--- src/rtl/textbuf_pkg.sv ---
// Shared constants and types for the text-buffer access controller.
// Holds the default text geometry, the derived address width and the
// clear-engine state encoding.
package textbuf_pkg;

  localparam int unsigned COLS_DEF   = 80;
  localparam int unsigned ROWS_DEF   = 60;
  localparam int unsigned CHAR_W_DEF = 8;
  localparam int unsigned ADDR_W     = $clog2(COLS_DEF * ROWS_DEF);

  typedef enum logic {
    IDLE  = 1'b0,
    CLEAR = 1'b1
  } clr_state_t;

endpackage

--- src/rtl/textbuf_wr_fifo.sv ---
// Synchronous host-write queue.
// Ports: clk/rst (async active-high), flush (empties the queue, wins over push),
// push/push_data, pop, head (oldest entry), full, empty.
// Pointers carry one extra wrap bit so full and empty come straight from them.
module textbuf_wr_fifo #(
  parameter int unsigned DEPTH = 4,
  parameter int unsigned W     = 21
) (
  input  logic         clk,
  input  logic         rst,
  input  logic         flush,
  input  logic         push,
  input  logic [W-1:0] push_data,
  input  logic         pop,
  output logic [W-1:0] head,
  output logic         full,
  output logic         empty
);

  localparam int unsigned PW = $clog2(DEPTH);

  logic [W-1:0] mem [DEPTH];
  logic [PW:0]  wr_ptr;
  logic [PW:0]  rd_ptr;
  logic         do_push;
  logic         do_pop;

  assign do_push = push && !full && !flush;
  assign do_pop  = pop && !empty && !flush;

  // Pointer update; flush returns both pointers to the origin.
  always_ff @(posedge clk or posedge rst) begin
    if (rst) begin
      wr_ptr <= '0;
      rd_ptr <= '0;
    end else if (flush) begin
      wr_ptr <= '0;
      rd_ptr <= '0;
    end else begin
      if (do_push) wr_ptr <= wr_ptr + {{PW{1'b0}}, 1'b1};
      if (do_pop)  rd_ptr <= rd_ptr + {{PW{1'b0}}, 1'b1};
    end
  end

  // Storage array, no reset needed.
  always_ff @(posedge clk) begin
    if (do_push) mem[wr_ptr[PW-1:0]] <= push_data;
  end

  assign head  = mem[rd_ptr[PW-1:0]];
  assign empty = (wr_ptr == rd_ptr);
  assign full  = (wr_ptr[PW] != rd_ptr[PW]) && (wr_ptr[PW-1:0] == rd_ptr[PW-1:0]);

endmodule

--- src/rtl/textbuf_access_ctrl.sv ---
// Arbitrates the text buffer between video fetch, a clear-screen engine and
// queued host writes. Video fetch always wins, with zero latency.
// Ports: clk, rst (async active-high); vid_active_i/vid_addr_i (video fetch);
// host_valid_i/host_ready_o/host_addr_i/host_data_i (host write handshake);
// clear_req_i/clear_busy_o (clear screen); buf_en_o/buf_we_o/buf_addr_o/
// buf_data_o (buffer port, combinational); drop_o (out-of-range host write).
// Build option: define TEXTBUF_CLEAR_EN to include the clear engine.
module textbuf_access_ctrl #(
  parameter int unsigned COLS       = textbuf_pkg::COLS_DEF,
  parameter int unsigned ROWS       = textbuf_pkg::ROWS_DEF,
  parameter int unsigned CHAR_W     = textbuf_pkg::CHAR_W_DEF,
  parameter int unsigned FIFO_DEPTH = 4,
  parameter logic [CHAR_W-1:0] FILL_CHAR = CHAR_W'(8'h20),
  localparam int unsigned ADDR_W    = $clog2(COLS * ROWS)
) (
  input  logic              clk,
  input  logic              rst,
  input  logic              vid_active_i,
  input  logic [ADDR_W-1:0] vid_addr_i,
  input  logic              host_valid_i,
  output logic              host_ready_o,
  input  logic [ADDR_W-1:0] host_addr_i,
  input  logic [CHAR_W-1:0] host_data_i,
  input  logic              clear_req_i,
  output logic              clear_busy_o,
  output logic              buf_en_o,
  output logic              buf_we_o,
  output logic [ADDR_W-1:0] buf_addr_o,
  output logic [CHAR_W-1:0] buf_data_o,
  output logic              drop_o
);

  import textbuf_pkg::*;

  localparam int unsigned CELLS = COLS * ROWS;
  localparam int unsigned ENT_W = ADDR_W + CHAR_W;

  logic              accept;
  logic              in_range;
  logic              flush;
  logic              pop;
  logic              fifo_full;
  logic              fifo_empty;
  logic [ENT_W-1:0]  head;
  logic              clearing;
  logic [ADDR_W-1:0] clr_addr;

  assign accept   = host_valid_i && host_ready_o;
  assign in_range = 32'(host_addr_i) < CELLS;

`ifdef TEXTBUF_CLEAR_EN
  clr_state_t        state;
  logic [ADDR_W-1:0] clr_cnt;

  // Clear engine: counter only advances on cycles the buffer is free.
  always_ff @(posedge clk or posedge rst) begin
    if (rst) begin
      state   <= IDLE;
      clr_cnt <= '0;
    end else if (state == IDLE) begin
      if (clear_req_i) begin
        state   <= CLEAR;
        clr_cnt <= '0;
      end
    end else if (!vid_active_i) begin
      if (clr_cnt == ADDR_W'(CELLS - 1)) state <= IDLE;
      else clr_cnt <= clr_cnt + ADDR_W'(1);
    end
  end

  assign clearing     = (state == CLEAR);
  assign clr_addr     = clr_cnt;
  // Pending host writes, including one handshaken this cycle, are discarded.
  assign flush        = (state == IDLE) && clear_req_i;
  assign clear_busy_o = clearing;
  assign host_ready_o = !fifo_full && (state == IDLE);
`else
  logic clear_req_unused;

  assign clear_req_unused = clear_req_i;
  assign clearing         = 1'b0;
  assign clr_addr         = '0;
  assign flush            = 1'b0;
  assign clear_busy_o     = 1'b0;
  assign host_ready_o     = !fifo_full;
`endif

  textbuf_wr_fifo #(
    .DEPTH (FIFO_DEPTH),
    .W     (ENT_W)
  ) u_fifo (
    .clk       (clk),
    .rst       (rst),
    .flush     (flush),
    .push      (accept && in_range),
    .push_data ({host_addr_i, host_data_i}),
    .pop       (pop),
    .head      (head),
    .full      (fifo_full),
    .empty     (fifo_empty)
  );

  // Buffer port mux: video, then clear engine, then oldest queued host write.
  always_comb begin
    buf_en_o   = 1'b0;
    buf_we_o   = 1'b0;
    buf_addr_o = vid_addr_i;
    buf_data_o = '0;
    pop        = 1'b0;
    if (vid_active_i) begin
      buf_en_o = 1'b1;
    end else if (clearing) begin
      buf_en_o   = 1'b1;
      buf_we_o   = 1'b1;
      buf_addr_o = clr_addr;
      buf_data_o = FILL_CHAR;
    end else if (!fifo_empty) begin
      buf_en_o   = 1'b1;
      buf_we_o   = 1'b1;
      buf_addr_o = head[ENT_W-1:CHAR_W];
      buf_data_o = head[CHAR_W-1:0];
      pop        = 1'b1;
    end
  end

  // One-cycle pulse after an out-of-range handshake.
  always_ff @(posedge clk or posedge rst) begin
    if (rst) drop_o <= 1'b0;
    else     drop_o <= accept && !in_range;
  end

endmodule

--- config.mk ---
export PLATFORM = sky130hd
export DESIGN_NAME = textbuf_access_ctrl
export DESIGN_NICKNAME = d
export VERILOG_FILES = /design/src/rtl/textbuf_pkg.sv /design/src/rtl/textbuf_wr_fifo.sv /design/src/rtl/textbuf_access_ctrl.sv
export SDC_FILE = /design/constraint.sdc
export NUM_CORES = 1
export LEC_CHECK = 0
export CAP_MARGIN = 5
export CORE_MARGIN = 10
export CORE_UTILIZATION = 50
export CTS_CLUSTER_SIZE = 10
export DETAILED_ROUTE_END_ITERATION = 12
export PLACE_DENSITY = 0.77
export RECOVER_POWER = 25
export SYNTH_ARGS = -nofsm -noshare
export SYNTH_HDL_FRONTEND = slang
export SYNTH_SLANG_ARGS = --single-unit
--- constraint.sdc ---
create_clock -name clk -period 2.7 [get_ports clk]
set_clock_uncertainty 0.1 [all_clocks]
set_input_delay 0.405 -clock clk [delete_from_list [all_inputs] [get_ports clk]]
set_output_delay 0.405 -clock clk [all_outputs]
set_load 0.02 [all_outputs]
## After elaboration in Yosys (flattened, before gate mapping)

Memory sizes are Yosys's and may differ from the RTL's.
Cells that the tools add are included.

| storage, ports and cells | value |
|---|---|
| flip-flop bits (word level) | 7 |
| ROM bits | 0 |
| memories | 1 |
| memory bits (writable) | 84 |
| logic and storage cells | 28 |
| latch bits | 0 |

Memories:

| name | words | width | rd ports | clocked after memory_dff | write ports | line | RTL |
|---|---|---|---|---|---|---|---|
| u_fifo.mem | 4 | 21 | 1 | 0 | 1 | textbuf_wr_fifo.sv:22 | `logic [W-1:0] mem [DEPTH];` |

| operators by class | value |
|---|---|
| divide/modulo/power cells | 0 |
| bitwise logic cells | 0 |
| multiplexer cells | 9 |
| $mul | 0 |
| $lt $le $gt $ge | 1 |
| reduce and logical (&&, ||, !) cells | 9 |
| $add $sub $neg | 2 |
| eq/ne operators | 3 |
| shift operators | 0 |

Operators by type and width:

| operator | number |
|---|---|
| two-way mux 13 bit | 2 |
| two-way mux 8 bit | 2 |
| < comparator 13 bit, second input constant | 1 |
| adder 3 x 1 -> 3 bit, second input constant | 2 |
| logical AND 1 bit | 6 |
| two-way mux 1 bit | 5 |
| == test 3 bit | 1 |
| logical NOT 1 bit | 3 |
| == test 2 bit | 1 |
| inequality test 1 bit | 1 |

## Longest topological paths before layout

| logic depth | value |
|---|---|
| depth in word-level cells | 8 |
| depth in mapped cells | 7 |

## By module

A second synthesis with hierarchy kept.

| second synthesis, totals | value |
|---|---|
| cell total of the unflattened synthesis | 213 |
| area, all modules | 3977.6 µm² |

By module, submodules not included:

| module | cells each | seq. area each (µm²) | area each (µm²) | instances |
|---|---|---|---|---|
| textbuf_wr_fifo | 174 | 2672.6 | 3588.4 | 1 |
| textbuf_access_ctrl | 39 | 25.0 | 389.1 | 1 |

## Worst setup path before layout

Ideal clock, no wire load.

| timing path | value |
|---|---|
| path kind | register to register |
| start point | reg u_fifo.rd_ptr[0] |
| end point | mem u_fifo.mem[3][0] (enable) |
| setup time | 0.399 ns |
| buffers on the path | 1 |
| required time | 2.201 ns |
| setup slack | 0.434 ns |
| arrival time | 1.768 ns |
| cell stages (with the launch flop) | 6 |
| cells stage by stage | dfrtp_1 > buf_4 > xnor2_4 > nand2_2 > nor2_4 > nor2_1 |

| on the way | value |
|---|---|
| word-level cells in the longest chain between the ends | 8 |

Ends and longest elaborated chain:

| item | line | RTL |
|---|---|---|
| from (decl) | textbuf_wr_fifo.sv:24 | `logic [PW:0] rd_ptr;` |
| from (signal assigned) | textbuf_wr_fifo.sv:41 | `if (do_pop) rd_ptr <= rd_ptr + {{PW{1'b0}}, 1'b1};` |
| == test 2 bit * | textbuf_wr_fifo.sv:52 | `assign full = (wr_ptr[PW] != rd_ptr[PW]) && (wr_ptr[PW-1:0] == rd_ptr[PW-1:0]);` |
| logical AND 1 bit * | textbuf_wr_fifo.sv:52 |  |
| logical NOT 1 bit * | textbuf_wr_fifo.sv:28, textbuf_access_ctrl.sv:85 |  |
| logical AND 1 bit | textbuf_access_ctrl.sv:48 | `assign accept = host_valid_i && host_ready_o;` |
| logical AND 1 bit | textbuf_access_ctrl.sv:95 | `.push (accept && in_range),` |
| logical AND 1 bit * | textbuf_wr_fifo.sv:28 | `assign do_push = push && !full && !flush;` |
| two-way mux 1 bit * | textbuf_wr_fifo.sv:47 | `if (do_push) mem[wr_ptr[PW-1:0]] <= push_data;` |
| two-way mux 1 bit (not written as such) * | textbuf_wr_fifo.sv:47 |  |
| to (decl) | textbuf_wr_fifo.sv:22 |  |

Mark *: on every way between the ends. The rest lies on a longest branch, timed or not.

## Final worst setup path

| timing path | value |
|---|---|
| start point | reg u_fifo.rd_ptr[0] |
| end point | out buf_addr_o[10] |

| on the way | value |
|---|---|
| word-level cells in the longest chain between the ends | 3 |
| elaborated cells between the ends (all ways) | 4 |

Ends and longest elaborated chain:

| item | line | RTL |
|---|---|---|
| memory read (4 x 21 bit) / == test 3 bit (equally long branches) | -- |  |
| two-way mux 13 bit * | textbuf_access_ctrl.sv:117 | `end else if (!fifo_empty) begin` |
| two-way mux 13 bit * | textbuf_access_ctrl.sv:110 | `if (vid_active_i) begin` |
| to (decl) | textbuf_access_ctrl.sv:28 | `output logic [ADDR_W-1:0] buf_addr_o,` |

Marks and branches as above.

==> metrics.txt <==
RSZ-0062 raised after global routing=true; Final Total Pwr=about 5 mW; PortBufs=62; post-synth net total=approximately 230; Worst EP arrival=2.13 ns; DR vias=~2k; reg2reg path depth=7; fin crit period=around 2.6 ns; CP max-delay cell=mux4_2; crit-path max cell delay=about 0.52 ns; Core Footprint=around 7400 sq um; FP Rows=31; Max Clock Freq=380 MHz; Cells after Synth=approximately 180; Crit Reg-Reg Endpoint=u_fifo.mem[2][16]; total iterations of the first detailed-routing run=4; Clk pin slew, worst setup/hold paths=0.08 ns; reg-to-reg critical path startpoint=u_fifo.rd_ptr[0]; largest net degree at the start of global routing=22; antenna-violating nets left=0; final hold viol count=0; fin nets=316; DRC Markers=0; leakage power=about 1.8 nW; Pwr Density=around 1000 nW/um^2; vias in the first global route=between 2k and 2.5k; register area share after synthesis=0.704; Clock Latency Late Sink=0.35 ns; Total GRT Usage=0.136; Critical Path End=buf_addr_o[10]; via density per instance=about 5.2; Max Root-Sink Buffers=2; CTS tree=built; Worst Setup Start Kind=flop; Routed Wire Length=7520 microns; Max VDD drop=~0.53 mV; Setup-failing EPs final=0; CP max FO=8; routability cong.=roughly 0.74; number of hold buffers added after CTS=0; Num CTS Buffers=9; die height=between 100 and 150 microns; Critical Path RT=approximately 2.2 ns; drt wl/cell=around 20 microns; Num Clock Sinks=91; Ports=between 60 and 70; HPWL Detailed=5100 microns; CP Capture Type=output pin; Final period util=0.976; Yosys cell types=33; cell area after synthesis=~3800 sq um; Synth top area share=0.658; Initial Util=0.520; Synth Area per Inst=roughly 21 sq um; Synth-to-Final Area Change=29.4%; H-tree depth=3; Post-Layout Cell Count=between 300 and 400; number of antenna violations at the first check in global routing=0; root buffer cell=clkbuf_8; ant diodes=0; Seq cells post-synth=91; Setup CP Type=flop to output pin; Synth Warn #=0; placed cell count=about 350; worst hold path class=input port to asynchronous set/reset pin; Filler cells=just over 500; first-pass GRT wire length=11800 microns; die footprint=11600 sq um; status=finished, final reports clean; worst-path cell chain=buf_12 -> mux4_2 -> mux2_4 -> dlygate4sd2_1; final max-slew violation count=0; DR iter-0 viols=84; GRT overflow=0; floorplan die width=~110 microns; Area contributors post-synth=edfxtp_1 66%, mux4_2 12%, dfrtp_1 4.6%, mux2_4 3.9%, and2_1 1.8%; max_cap viols=0; Critical path origin=u_fifo.rd_ptr[0]; share of cells above drive strength 1=0.319; Worst R2R Setup Slack=0.69 ns; Yosys top cell by area=edfxtp_1
## final cells by class
type | count | area, sq um | share of cell area
inverters | 4 | 15.0 | 0.00303
multi-input cells | 78 | 1050 | 0.213
well taps | 99 | 124 | 0.0250
clock buffers | 10 | 128 | 0.0257
flip-flops and latches | 91 | 2700 | 0.544
clock inverters | 5 | 53.8 | 0.0108
repair buffers | 88 | 886 | 0.179
## per-stage QoR
| step | instance area (sq um) | setup slack [ns] | hold slack (ns) | utilization | TNS, ns |
|---|---|---|---|---|---|
| after detailed placement | 4700 | 0.00543 | 0.490 | 0.638 | 0 |
| after global routing | 4960 | -0.0217 | 0.321 | 0.673 | -0.0622 |
| final | 4960 | 0.0651 | 0.312 | 0.673 | 0 |
| after floorplan | 3830 | 0.434 | 0.108 | - | 0 |
| after CTS | 4860 | 0.00399 | 0.172 | 0.659 | 0 |
| after global placement | 4700 | 0.0262 | 0.478 | 0.638 | 0 |
## power breakdown
| part | total [mW] | internal (mW) | leakage (nW) | switching, mW |
|---|---|---|---|---|
| sequential | 1.91 | 1.78 | 0.845 | 0.136 |
| clock | 0.861 | 0.420 | 0.0878 | 0.441 |
| combinational | 2.21 | 1.20 | 0.849 | 1.01 |
## synthesized netlist by cell type
cell / instances
nor3b_1: 2
nor2_1: 1
inv_2: 1
xnor2_2: 2
o2111ai_1: 1
ha_1: 5
and3_1: 1
a21oi_1: 1
nand2_4: 1
or3_1: 1
o21ai_0: 2
dfrtp_1: 7
mux2_4: 10
edfxtp_1: 84
mux2_2: 5
buf_6: 1
and2_1: 11
buf_12: 1
xnor2_1: 2
and3_4: 1
xnor2_4: 1
nand2_1: 1
xor2_1: 2
nor3_1: 1
buf_4: 4
clkbuf_1: 2
conb_1: 1
nor2_4: 1
nand2_2: 1
a31oi_4: 1
mux4_2: 21
a211o_1: 2
inv_1: 3
## worst min-delay path by stage
stage                       end  slack (ns)  cells past startpoint
6_report       u_fifo.wr_ptr[0]        0.31                      2
5_1_grt        u_fifo.wr_ptr[0]        0.32                      2
4_1_cts        u_fifo.rd_ptr[2]        0.17                      2
3_5_place_dp   u_fifo.rd_ptr[2]        0.49                      1
3_3_place_gp   u_fifo.rd_ptr[2]        0.48                      1
2_1_floorplan            drop_o        0.11                      1
## metal layers
layer / vias up / track usage / part of all wire
li1: 905 / - / -
met1: 982 / 0.165 / 0.44
met2: 67 / 0.217 / 0.48
met3: 11 / 0.0425 / 0.061
met4: 0 / 0.0658 / 0.015
met5: - / 0 / 0
## cell usage in the layout (no fill, tap or decap), drive strengths merged, types with 2 or more instances in the layout
cell type / instances
ha: 5
and3: 2
clkbuf: 13
nor2: 2
o21ai: 2
nand2: 3
clkdlybuf4s50: 29
and2: 11
a211o: 2
buf: 25
xnor2: 5
edfxtp: 84
mux4: 21
dlygate4sd2: 13
inv: 5
dlygate4sd3: 12
clkdlybuf4s15: 6
dfrtp: 7
clkinv: 2
xor2: 2
nor3b: 2
mux2: 15
## flip-flops by register name, indices dropped and copies added (netlist names)
signal,flops
drop_o,1
u_fifo.rd_ptr,3
u_fifo.mem,84
u_fifo.wr_ptr,3
## critical path, delay by kind of cell, from the launching register on
family	cells	cell delay [ns]
buf+inv	2	0.49
mux	2	0.78
flops	1	0.51
## logic make-up after synthesis
family                     synth area share
DFF                                   0.704
muxes                                 0.177
and+or+nand+nor                      0.0388
buffers and inverters                0.0219
AOI/OAI and AO/OA                    0.0163
xor gates and xnor gates             0.0248
adders and majority gates            0.0163
other                              0.000978
## repair_timing
item	4_1_cts	5_1_grt
setup buffers	0	10
cloned	0	1
endpoints found under the setup margin	21	8
resized for setup	21	12
pin swaps	0	1
Power figures use the tool's default switching activity.
